File: src/rtl/mem_port_arbiter.sv
// Single-port SRAM arbiter shared by instruction fetch and data access.
// Data wins by default; a bounded run of data grants forces a fetch grant to avoid starvation.
module mem_port_arbiter #(
  parameter int ADDRESS_LEN  = 32,
  parameter int DATA_LEN     = 32,
  parameter int WAIT_CYCLES  = 3,
  parameter int STARVE_LIMIT = 4
) (
  input  logic                   clk,
  input  logic                   rst,
  input  logic                   if_req,
  input  logic [ADDRESS_LEN-1:0] if_addr,
  output logic [DATA_LEN-1:0]    if_rdata,
  output logic                   if_ready,
  input  logic                   mem_rd_req,
  input  logic                   mem_wr_req,
  input  logic [ADDRESS_LEN-1:0] mem_addr,
  input  logic [DATA_LEN-1:0]    mem_wdata,
  output logic [DATA_LEN-1:0]    mem_rdata,
  output logic                   mem_ready,
  output logic                   sram_en,
  output logic                   sram_we,
  output logic [ADDRESS_LEN-1:0] sram_addr,
  output logic [DATA_LEN-1:0]    sram_wdata,
  input  logic [DATA_LEN-1:0]    sram_rdata,
  output logic                   freeze_if,
  output logic                   freeze_mem
);

  typedef enum logic [1:0] {
    IDLE     = 2'd0,
    BUSY_IF  = 2'd1,
    BUSY_MEM = 2'd2,
    DONE     = 2'd3
  } state_t;

  localparam logic [3:0] WAIT_LAST  = 4'(WAIT_CYCLES - 1);
  localparam logic [3:0] STARVE_MAX = 4'(STARVE_LIMIT);

  state_t                 state_r;
  state_t                 next_state_s;
  logic [3:0]             wait_cnt_r;
  logic [3:0]             starve_cnt_r;
  logic                   grant_mem_r;
  logic                   write_r;
  logic [ADDRESS_LEN-1:0] addr_r;
  logic [DATA_LEN-1:0]    wdata_r;
  logic [DATA_LEN-1:0]    if_rdata_r;
  logic [DATA_LEN-1:0]    mem_rdata_r;
  logic                   data_req_s;
  logic                   starved_s;
  logic                   busy_s;
  logic                   last_beat_s;

  assign data_req_s  = mem_rd_req | mem_wr_req;
  assign starved_s   = if_req & (starve_cnt_r == STARVE_MAX);
  assign busy_s      = (state_r == BUSY_IF) | (state_r == BUSY_MEM);
  assign last_beat_s = busy_s & (wait_cnt_r == WAIT_LAST);

  assign if_rdata   = if_rdata_r;
  assign mem_rdata  = mem_rdata_r;
  assign freeze_if  = if_req & ~if_ready;
  assign freeze_mem = data_req_s & ~mem_ready;

  always_ff @(posedge clk) begin
    if (rst) begin
      state_r <= IDLE;
    end else begin
      state_r <= next_state_s;
    end
  end

  always_comb begin
    next_state_s = state_r;
    case (state_r)
      IDLE: begin
        if (starved_s) begin
          next_state_s = BUSY_IF;
        end else if (data_req_s) begin
          next_state_s = BUSY_MEM;
        end else if (if_req) begin
          next_state_s = BUSY_IF;
        end else begin
          next_state_s = IDLE;
        end
      end
      BUSY_IF, BUSY_MEM: begin
        if (last_beat_s) begin
          next_state_s = DONE;
        end else begin
          next_state_s = state_r;
        end
      end
      DONE:    next_state_s = IDLE;
      default: next_state_s = IDLE;
    endcase
  end

  // Grant-time capture keeps the access immune to requester changes while busy.
  always_ff @(posedge clk) begin
    if (rst) begin
      wait_cnt_r   <= 4'd0;
      starve_cnt_r <= 4'd0;
      grant_mem_r  <= 1'b0;
      write_r      <= 1'b0;
      addr_r       <= {ADDRESS_LEN{1'b0}};
      wdata_r      <= {DATA_LEN{1'b0}};
      if_rdata_r   <= {DATA_LEN{1'b0}};
      mem_rdata_r  <= {DATA_LEN{1'b0}};
    end else begin
      case (state_r)
        IDLE: begin
          if (next_state_s == BUSY_MEM) begin
            addr_r      <= mem_addr;
            write_r     <= mem_wr_req;
            wdata_r     <= mem_wr_req ? mem_wdata : {DATA_LEN{1'b0}};
            grant_mem_r <= 1'b1;
            wait_cnt_r  <= 4'd0;
            if (!if_req) begin
              starve_cnt_r <= 4'd0;
            end else if (starve_cnt_r != STARVE_MAX) begin
              starve_cnt_r <= starve_cnt_r + 4'd1;
            end
          end else if (next_state_s == BUSY_IF) begin
            addr_r       <= if_addr;
            write_r      <= 1'b0;
            wdata_r      <= {DATA_LEN{1'b0}};
            grant_mem_r  <= 1'b0;
            wait_cnt_r   <= 4'd0;
            starve_cnt_r <= 4'd0;
          end
        end
        BUSY_IF, BUSY_MEM: begin
          if (last_beat_s) begin
            wait_cnt_r <= 4'd0;
            if (!write_r) begin
              if (grant_mem_r) begin
                mem_rdata_r <= sram_rdata;
              end else begin
                if_rdata_r <= sram_rdata;
              end
            end
          end else begin
            wait_cnt_r <= wait_cnt_r + 4'd1;
          end
        end
        default: ;
      endcase
    end
  end

  always_comb begin
    sram_en    = 1'b0;
    sram_we    = 1'b0;
    sram_addr  = {ADDRESS_LEN{1'b0}};
    sram_wdata = {DATA_LEN{1'b0}};
    if_ready   = 1'b0;
    mem_ready  = 1'b0;
    case (state_r)
      BUSY_IF, BUSY_MEM: begin
        sram_en    = 1'b1;
        sram_we    = write_r;
        sram_addr  = addr_r;
        sram_wdata = write_r ? wdata_r : {DATA_LEN{1'b0}};
      end
      DONE: begin
        if (grant_mem_r) begin
          mem_ready = 1'b1;
        end else begin
          if_ready = 1'b1;
        end
      end
      default: ;
    endcase
  end

endmodule

File: config.mk
export PLATFORM = sky130hd
export DESIGN_NAME = mem_port_arbiter
export DESIGN_NICKNAME = d
export VERILOG_FILES = /design/src/rtl/mem_port_arbiter.sv
export SDC_FILE = /design/constraint.sdc
export NUM_CORES = 1
export LEC_CHECK = 0
export BUFFER_PORTS_ARGS = -buffer_cell sky130_fd_sc_hd__buf_2
export CAP_MARGIN = 40
export CORE_UTILIZATION = 43
export CTS_BUF_LIST = sky130_fd_sc_hd__clkbuf_8 sky130_fd_sc_hd__clkbuf_16
export DETAILED_ROUTE_END_ITERATION = 16
export HOLD_SLACK_MARGIN = 0.05
export PLACE_DENSITY = 0.74
export SYNTH_ARGS = -nofsm -noshare
export SYNTH_HDL_FRONTEND = slang
export SYNTH_SLANG_ARGS = --single-unit
File: constraint.sdc
create_clock -name clk -period 2.9 [get_ports clk]
set_input_delay 0.58 -clock clk [delete_from_list [all_inputs] [get_ports clk]]
set_output_delay 0.58 -clock clk [all_outputs]
set_load 0.05 [all_outputs]
==> results.yml, run 1 <==
detailed_routing:
  viasPerCell: 4.98
  drt-total-wl_um: 15700
  dr.pass1.iters: 4
  drcViolationCount: 0
  wire_per_inst_um: 14.3
  vias: 5447
  ant_nets: 0
  drt_iter0_markers: 307
final_layout:
  drive_gt1_frac: 0.350
  fin_nets: 1040
  diodes: 0
  fin_util: 0.594
  syn_to_final_growth_pct: 33.3
synth:
  synth-warning-count: 0
  synth_compound_area_frac: 0.104
  yosys.area_share.adder: 0.0140
  synth-edff-count: 0
  avgSynthCellArea_um2: 9.51
  synth_top_flop_cell: "dfxtp_1"
  synth-simple-area-share: 0.235
  ys_ff_latch: 140
  ys_types: 38
  synth_mux_area_frac: 0.155
  async_flop_share: 0
  synth_nets: 798
  syn-cell-area_mm2: 0.00626
  ys_seq_area_frac: 0.448
  synth-xor-area-share: 0
  syn_inst: 658
  synth_top_family_by_area: "simple AND/OR/NAND/NOR gates"
clock_network:
  clockBufferDepth: 2
  cts_hold_buf: 0
  clock-sinks: 140
  htreeDepth: 4
  cts_setup_buffers: 0
  cts_tree: "yes"
  clk_latency_ns: 0.42
  clk_pin_slew_worst_paths_ns: 0.06
  cts_made_buffers: 17
  cts-root-buf: "clkbuf_16"
sta:
  hold_violations: 0
  skew_ns: 0.00770
  drv_slew: 0
  fmax_mhz: 376
  period_share: 0.916
  worstMarginPinSlew_ns: 0.592
  relSlewSlack: 0.605
  rsz0062_at_grt: "no"
  tns_ns: 0
  final.setup.worst_slack_ns: 0.242
  min_period_ns: 2.66
  setup-violations-final: 0
critical_path:
  cp.arrival_ns: 2.08
  crit_type: "reg -> out"
  crit_path_end_kind: "output pin"
  worstPathRequired_ns: 2.32
  critPathMaxFanout: 73
  reg2reg_from: "wait_cnt_r[0]$_SDFFE_PP0P_"
  ff2ff_path_depth: 10
  cp-start-kind: "flop"
  rrSetupSlack_ns: 0.32
  reg2reg_to: "wdata_r[0]$_SDFFE_PP0P_"
floorplanning:
  dieArea_mm2: 0.0150
  fp.dieH_um: 123
  dieWidth_um: 123
  core_region_area_mm2: 0.0140
  start_util: 0.446
  io_pins: 267
  rows: 43
min_path:
  hold_depth: 3
  hold_path_end: "wdata_r[17]$_SDFFE_PP0P_"
  min_path_type: "in -> reg"
  worstHoldStart: "mem_wdata[17]"
pwr:
  p_per_area_mw_per_mm2: 606
  leakagePower_uw: 0.00416
  ir_drop_uv: 414
  finalPower_uw: 5060
place:
  dp_slack_ns: 0.354
  dp_hpwl_um: 11000
  place_congestion: 0.792
  port_buffers: 266
flow_run:
  maxCapViolations: 0
global_routing:
  grt_max_degree: 87
  overflow: 0
  antenna_found_initial: 0
  gr-usage-all-layers: 0.208
  grt_pass1_wl_um: 24300
  grt_pass1_vias: 4963
run_status:
  outcome: "complete, no violations"
-- cells in the mapped netlist, drive strengths merged (3+ instances only) --
master | number | area share
nor2b | 5 | 0.0050
nor2 | 69 | 0.041
ha | 7 | 0.014
and2 | 35 | 0.035
a21oi | 6 | 0.0048
nand3 | 3 | 0.0024
mux2i | 96 | 0.15
clkbuf | 40 | 0.024
buf | 18 | 0.016
o21ai | 10 | 0.0080
a22oi | 32 | 0.038
inv | 5 | 0.0030
a211oi | 33 | 0.040
nand2b | 97 | 0.097
dfxtp | 140 | 0.45
and3 | 33 | 0.033
nand2 | 5 | 0.0030
-- cells by family after synthesis --
| group | after synthesis |
|---|---|
| compound gates | 92 |
| fa+ha+maj | 7 |
| buf+inv | 63 |
| flops | 140 |
| mux | 97 |
| simple gates | 259 |
-- through the flow --
stage	instance area, um2	cells	hold WS, ns
final	8340	1093	0.395
after global routing	8340	1093	0.380
after CTS	8340	1093	0.374
after detailed placement	7750	1061	0.461
after global placement	7730	1060	0.456
after floorplan	6270	658	0.469
-- power breakdown --
| part | total (uW) | switching, uW | internal, uW |
|---|---|---|---|
| combinational | 832 | 509 | 323 |
| clock | 2150 | 835 | 1310 |
| sequential | 2080 | 51.7 | 2030 |
| total | 5060 | 1400 | 3660 |
-- placed cells by master, fill, tap and decap left out, drive strengths merged, types with 6 or more instances in the layout --
| cell type | count |
|---|---|
| a211oi | 33 |
| ha | 7 |
| and3 | 33 |
| and2 | 35 |
| buf | 281 |
| a22oi | 32 |
| nand2b | 97 |
| inv | 8 |
| dfxtp | 140 |
| nor2 | 69 |
| clkbuf | 19 |
| o21ai | 10 |
| a21oi | 6 |
| mux2i | 96 |
-- routing by layer --
| layer | global-route usage | vias to the layer above | wire length, um | share of wire |
|---|---|---|---|---|
| li1 | - | 2763 | - | - |
| met1 | 0.244 | 2457 | 6740 | 0.43 |
| met2 | 0.345 | 205 | 7420 | 0.47 |
| met3 | 0.0716 | 22 | 1190 | 0.076 |
| met4 | 0.0854 | 0 | 309 | 0.020 |
| met5 | 0 | - | 0 | 0 |
-- worst max-delay path by stage --
stage                                          start                    endpoint  slack (ns)  cells after the start
after floorplan                state_r[0]$_SDFF_PP0_  wait_cnt_r[3]$_SDFFE_PP0P_        0.01                     10
after global placement    wait_cnt_r[0]$_SDFFE_PP0P_     wdata_r[6]$_SDFFE_PP0P_        0.43                     10
after detailed placement  wait_cnt_r[0]$_SDFFE_PP0P_    wdata_r[26]$_SDFFE_PP0P_        0.35                     10
after CTS                      state_r[0]$_SDFF_PP0_               sram_addr[30]        0.06                      5
after global routing      wait_cnt_r[0]$_SDFFE_PP0P_    wdata_r[22]$_SDFFE_PP0P_        0.03                     10
final                          state_r[0]$_SDFF_PP0_               sram_addr[30]        0.24                      5
-- flip-flops by register name, summed over array words and instances (netlist names) --
| name | count |
|---|---|
| grant_mem_r | 1 |
| write_r | 1 |
| wait_cnt_r | 4 |
| wdata_r | 32 |
| state_r | 2 |
| mem_rdata | 32 |
| addr_r | 32 |
| if_rdata | 32 |
| starve_cnt_r | 4 |
-- final cells by class --
cell class                      count  area (um2)
Clock buffer                       19         453
Clock inverter                     13         139
Fill cell                        1258        5700
Inverter                            5        18.8
Multi-Input combinational cell    455        3210
Sequential cell                   140        2800
Tap cell                          180         225
Timing Repair Buffer              281        1500
-- worst max-delay path: stages, from the launching register on --
cell and delay [ns]:
dfxtp_1 0.37, inv_1 0.09, ha_4 0.28, buf_6 0.37
and2_1 0.26, buf_2 0.29
-- what timing repair did --
item / CTS / global route
setup endpoints to repair: 0 / 2
hold endpoints to repair: 0 / 0
gates resized for setup: 0 / 1
Note: power is estimated with default switching activity, not from simulation.
==> run 2: changes to the inputs <==
CELL_PAD_IN_SITES_DETAIL_PLACEMENT = 1   (was unset)
CELL_PAD_IN_SITES_GLOBAL_PLACEMENT = 1   (was unset)
CORE_UTILIZATION = 31   (was 43)
PLACE_DENSITY = 0.73   (was 0.74)
==> run 2 against run 1 <==
  * Non-clock buffer count fell by 1
  * Combinational power rose by 3.2%
  * Global-route usage fell by 3.6 points
  * Sequential share of layout area fell by 0.70 points
  * Clock skew rose by 0.0013 ns
  * Critical endpoint is now wait_cnt_r[3]$_SDFFE_PP0P_
  * Worst setup slack improved by 0.074 ns
  * Largest cell class unchanged
  * Cell area rose by 2.1%
  * First-iteration DRC count fell by 39%
  * Register-to-register slack barely moved
  * Via count rose by 1.9%
==> results.yml, run 2 (synthesized netlist as in run 1, its figures left out) <==
run_status:
  outcome: "complete, no violations"
global_routing:
  grt_max_degree: 93
  grt_pass1_wl_um: 27900
  gr-usage-all-layers: 0.172
  overflow: 0
  antenna_found_initial: 1
  grt_pass1_vias: 5538
critical_path:
  rrSetupSlack_ns: 0.32
  cp-start-kind: "flop"
  ff2ff_path_depth: 9
  crit_type: "reg -> reg"
  reg2reg_from: "wait_cnt_r[0]$_SDFFE_PP0P_"
  cp.arrival_ns: 2.91
  critPathMaxFanout: 6
  crit_start: "wait_cnt_r[0]$_SDFFE_PP0P_"
  reg2reg_to: "wait_cnt_r[3]$_SDFFE_PP0P_"
  crit_path_end_kind: "flop"
  worstPathRequired_ns: 3.23
sta:
  final.setup.worst_slack_ns: 0.316
  tns_ns: 0
  fmax_mhz: 387
  drv_slew: 0
  hold_violations: 0
  relSlewSlack: 0.697
  min_period_ns: 2.58
  skew_ns: 0.00895
  rsz0062_at_grt: "no"
  setup-violations-final: 0
  worstMarginPinSlew_ns: 0.455
  period_share: 0.891
final_layout:
  syn_to_final_growth_pct: 36.1
  diodes: 0
  nFillCells: 2355
  final_cell_mix: "buf_2 (265), dfxtp_1 (140), nand2b_1 (97), mux2i_1 (96), nor2_1 (69)"
  fin_nets: 1039
  drive_gt1_frac: 0.348
  seqCellArea_mm2: 0.00280
  multi_input_area_mm2: 0.00321
  final_common_cell: "buf_2"
  layout.cells.non_filler: 1176
place:
  place_congestion: 0.727
  dp_hpwl_um: 12400
  port_buffers: 266
  dp_cells: 1145
  dp_slack_ns: 0.128
floorplanning:
  fp.dieH_um: 144
  dieWidth_um: 144
  core_region_area_mm2: 0.0197
  io_pins: 267
  rows: 51
  dieArea_mm2: 0.0208
  start_util: 0.318
flow_run:
  maxCapViolations: 0
pwr:
  p_per_area_mw_per_mm2: 615
  finalPower_uw: 5240
  leakagePower_uw: 0.00421
  ir_drop_uv: 351
clock_network:
  clockBufferDepth: 2
  clk_pin_slew_worst_paths_ns: 0.06
  cts_hold_buf: 0
  cts_tree: "yes"
  cts_made_buffers: 17
  htreeDepth: 4
  clk_latency_ns: 0.41
  cts-root-buf: "clkbuf_16"
  clock-sinks: 140
detailed_routing:
  dr.pass1.iters: 6
  drt_iter0_markers: 188
  vias: 5548
  drcViolationCount: 0
  ant_nets: 0
  drt-total-wl_um: 17600
  wire_per_inst_um: 15.0
  viasPerCell: 4.72
min_path:
  min_path_type: "in -> reg"
  hold_path_end: "wdata_r[21]$_SDFFE_PP0P_"
  worstHoldStart: "mem_wdata[21]"
  hold_depth: 3
-- run 2: cell types whose count changed in the layout (fill, tap and decap cells not counted) --
cell	delta
buf_8	-1
buf_4	-3
buf_6	-1
clkinv_4	+4
nor3b_2	+1
bufinv_16	+2
clkinvlp_4	-5
clkinv_2	-1
buf_12	+4
inv_1	+2
inv_6	-3
nor3b_1	-1
-- run 2: repair_timing --
| action | in CTS | in global routing |
|---|---|---|
| gates resized for setup | 0 | 1 |
| buffers inserted | 0 | 0 |
| setup endpoints to repair | 0 | 22 |
-- run 2: worst max-delay path by stage --
stage                     depth (start not counted)                    endpoint  slack (ns)
final                                             9  wait_cnt_r[3]$_SDFFE_PP0P_        0.32
after global routing                              9  wait_cnt_r[3]$_SDFFE_PP0P_        0.09
after CTS                                         9  wait_cnt_r[3]$_SDFFE_PP0P_         0.1
after detailed placement                          9  wait_cnt_r[3]$_SDFFE_PP0P_        0.13
after global placement                            9  wait_cnt_r[3]$_SDFFE_PP0P_        0.19
after floorplan                                  10  wait_cnt_r[3]$_SDFFE_PP0P_        0.01
-- run 2: report_power, final --
group | switching [uW] | internal (uW)
Sequential | 49.9 | 2030
Clock | 823 | 1480
Combinational | 529 | 330
-- run 2: through the flow --
| step | instance area [um2] | hold WS [ns] | utilization |
|---|---|---|---|
| 6_report | 8520 | 0.404 | 0.433 |
| 5_1_grt | 8520 | 0.395 | 0.433 |
| 4_1_cts | 8510 | 0.380 | 0.433 |
| 3_5_place_dp | 7890 | 0.461 | 0.401 |
| 3_3_place_gp | 7890 | 0.457 | 0.401 |
| 2_1_floorplan | 6270 | 0.469 | - |
-- run 2: area by class of cell --
type | count | share of cell area
Sequential cell | 140 | 0.329
Tap cell | 265 | 0.0389
Inverter | 5 | 0.00220
Clock inverter | 12 | 0.0203
Timing Repair Buffer | 280 | 0.179
Multi-Input combinational cell | 455 | 0.377
Clock buffer | 19 | 0.0532
-- run 2: per-layer routing --
metal / wire length (um) / track usage / up-vias
li1: - / - / 2751
met1: 7480 / 0.198 / 2599
met2: 8370 / 0.295 / 177
met3: 1470 / 0.0566 / 21
met4: 278 / 0.0644 / 0
met5: 0 / 0 / -
-- run 2: critical path, stage by stage, from the launching register on --
cell and delay [ns]:
dfxtp_1 0.34, inv_1 0.08, ha_1 0.15, nor3b_2 0.30, o21ai_0 0.12, o22a_1 0.21
ha_2 0.32, a21boi_1 0.19, or4b_2 0.60, a31oi_1 0.19
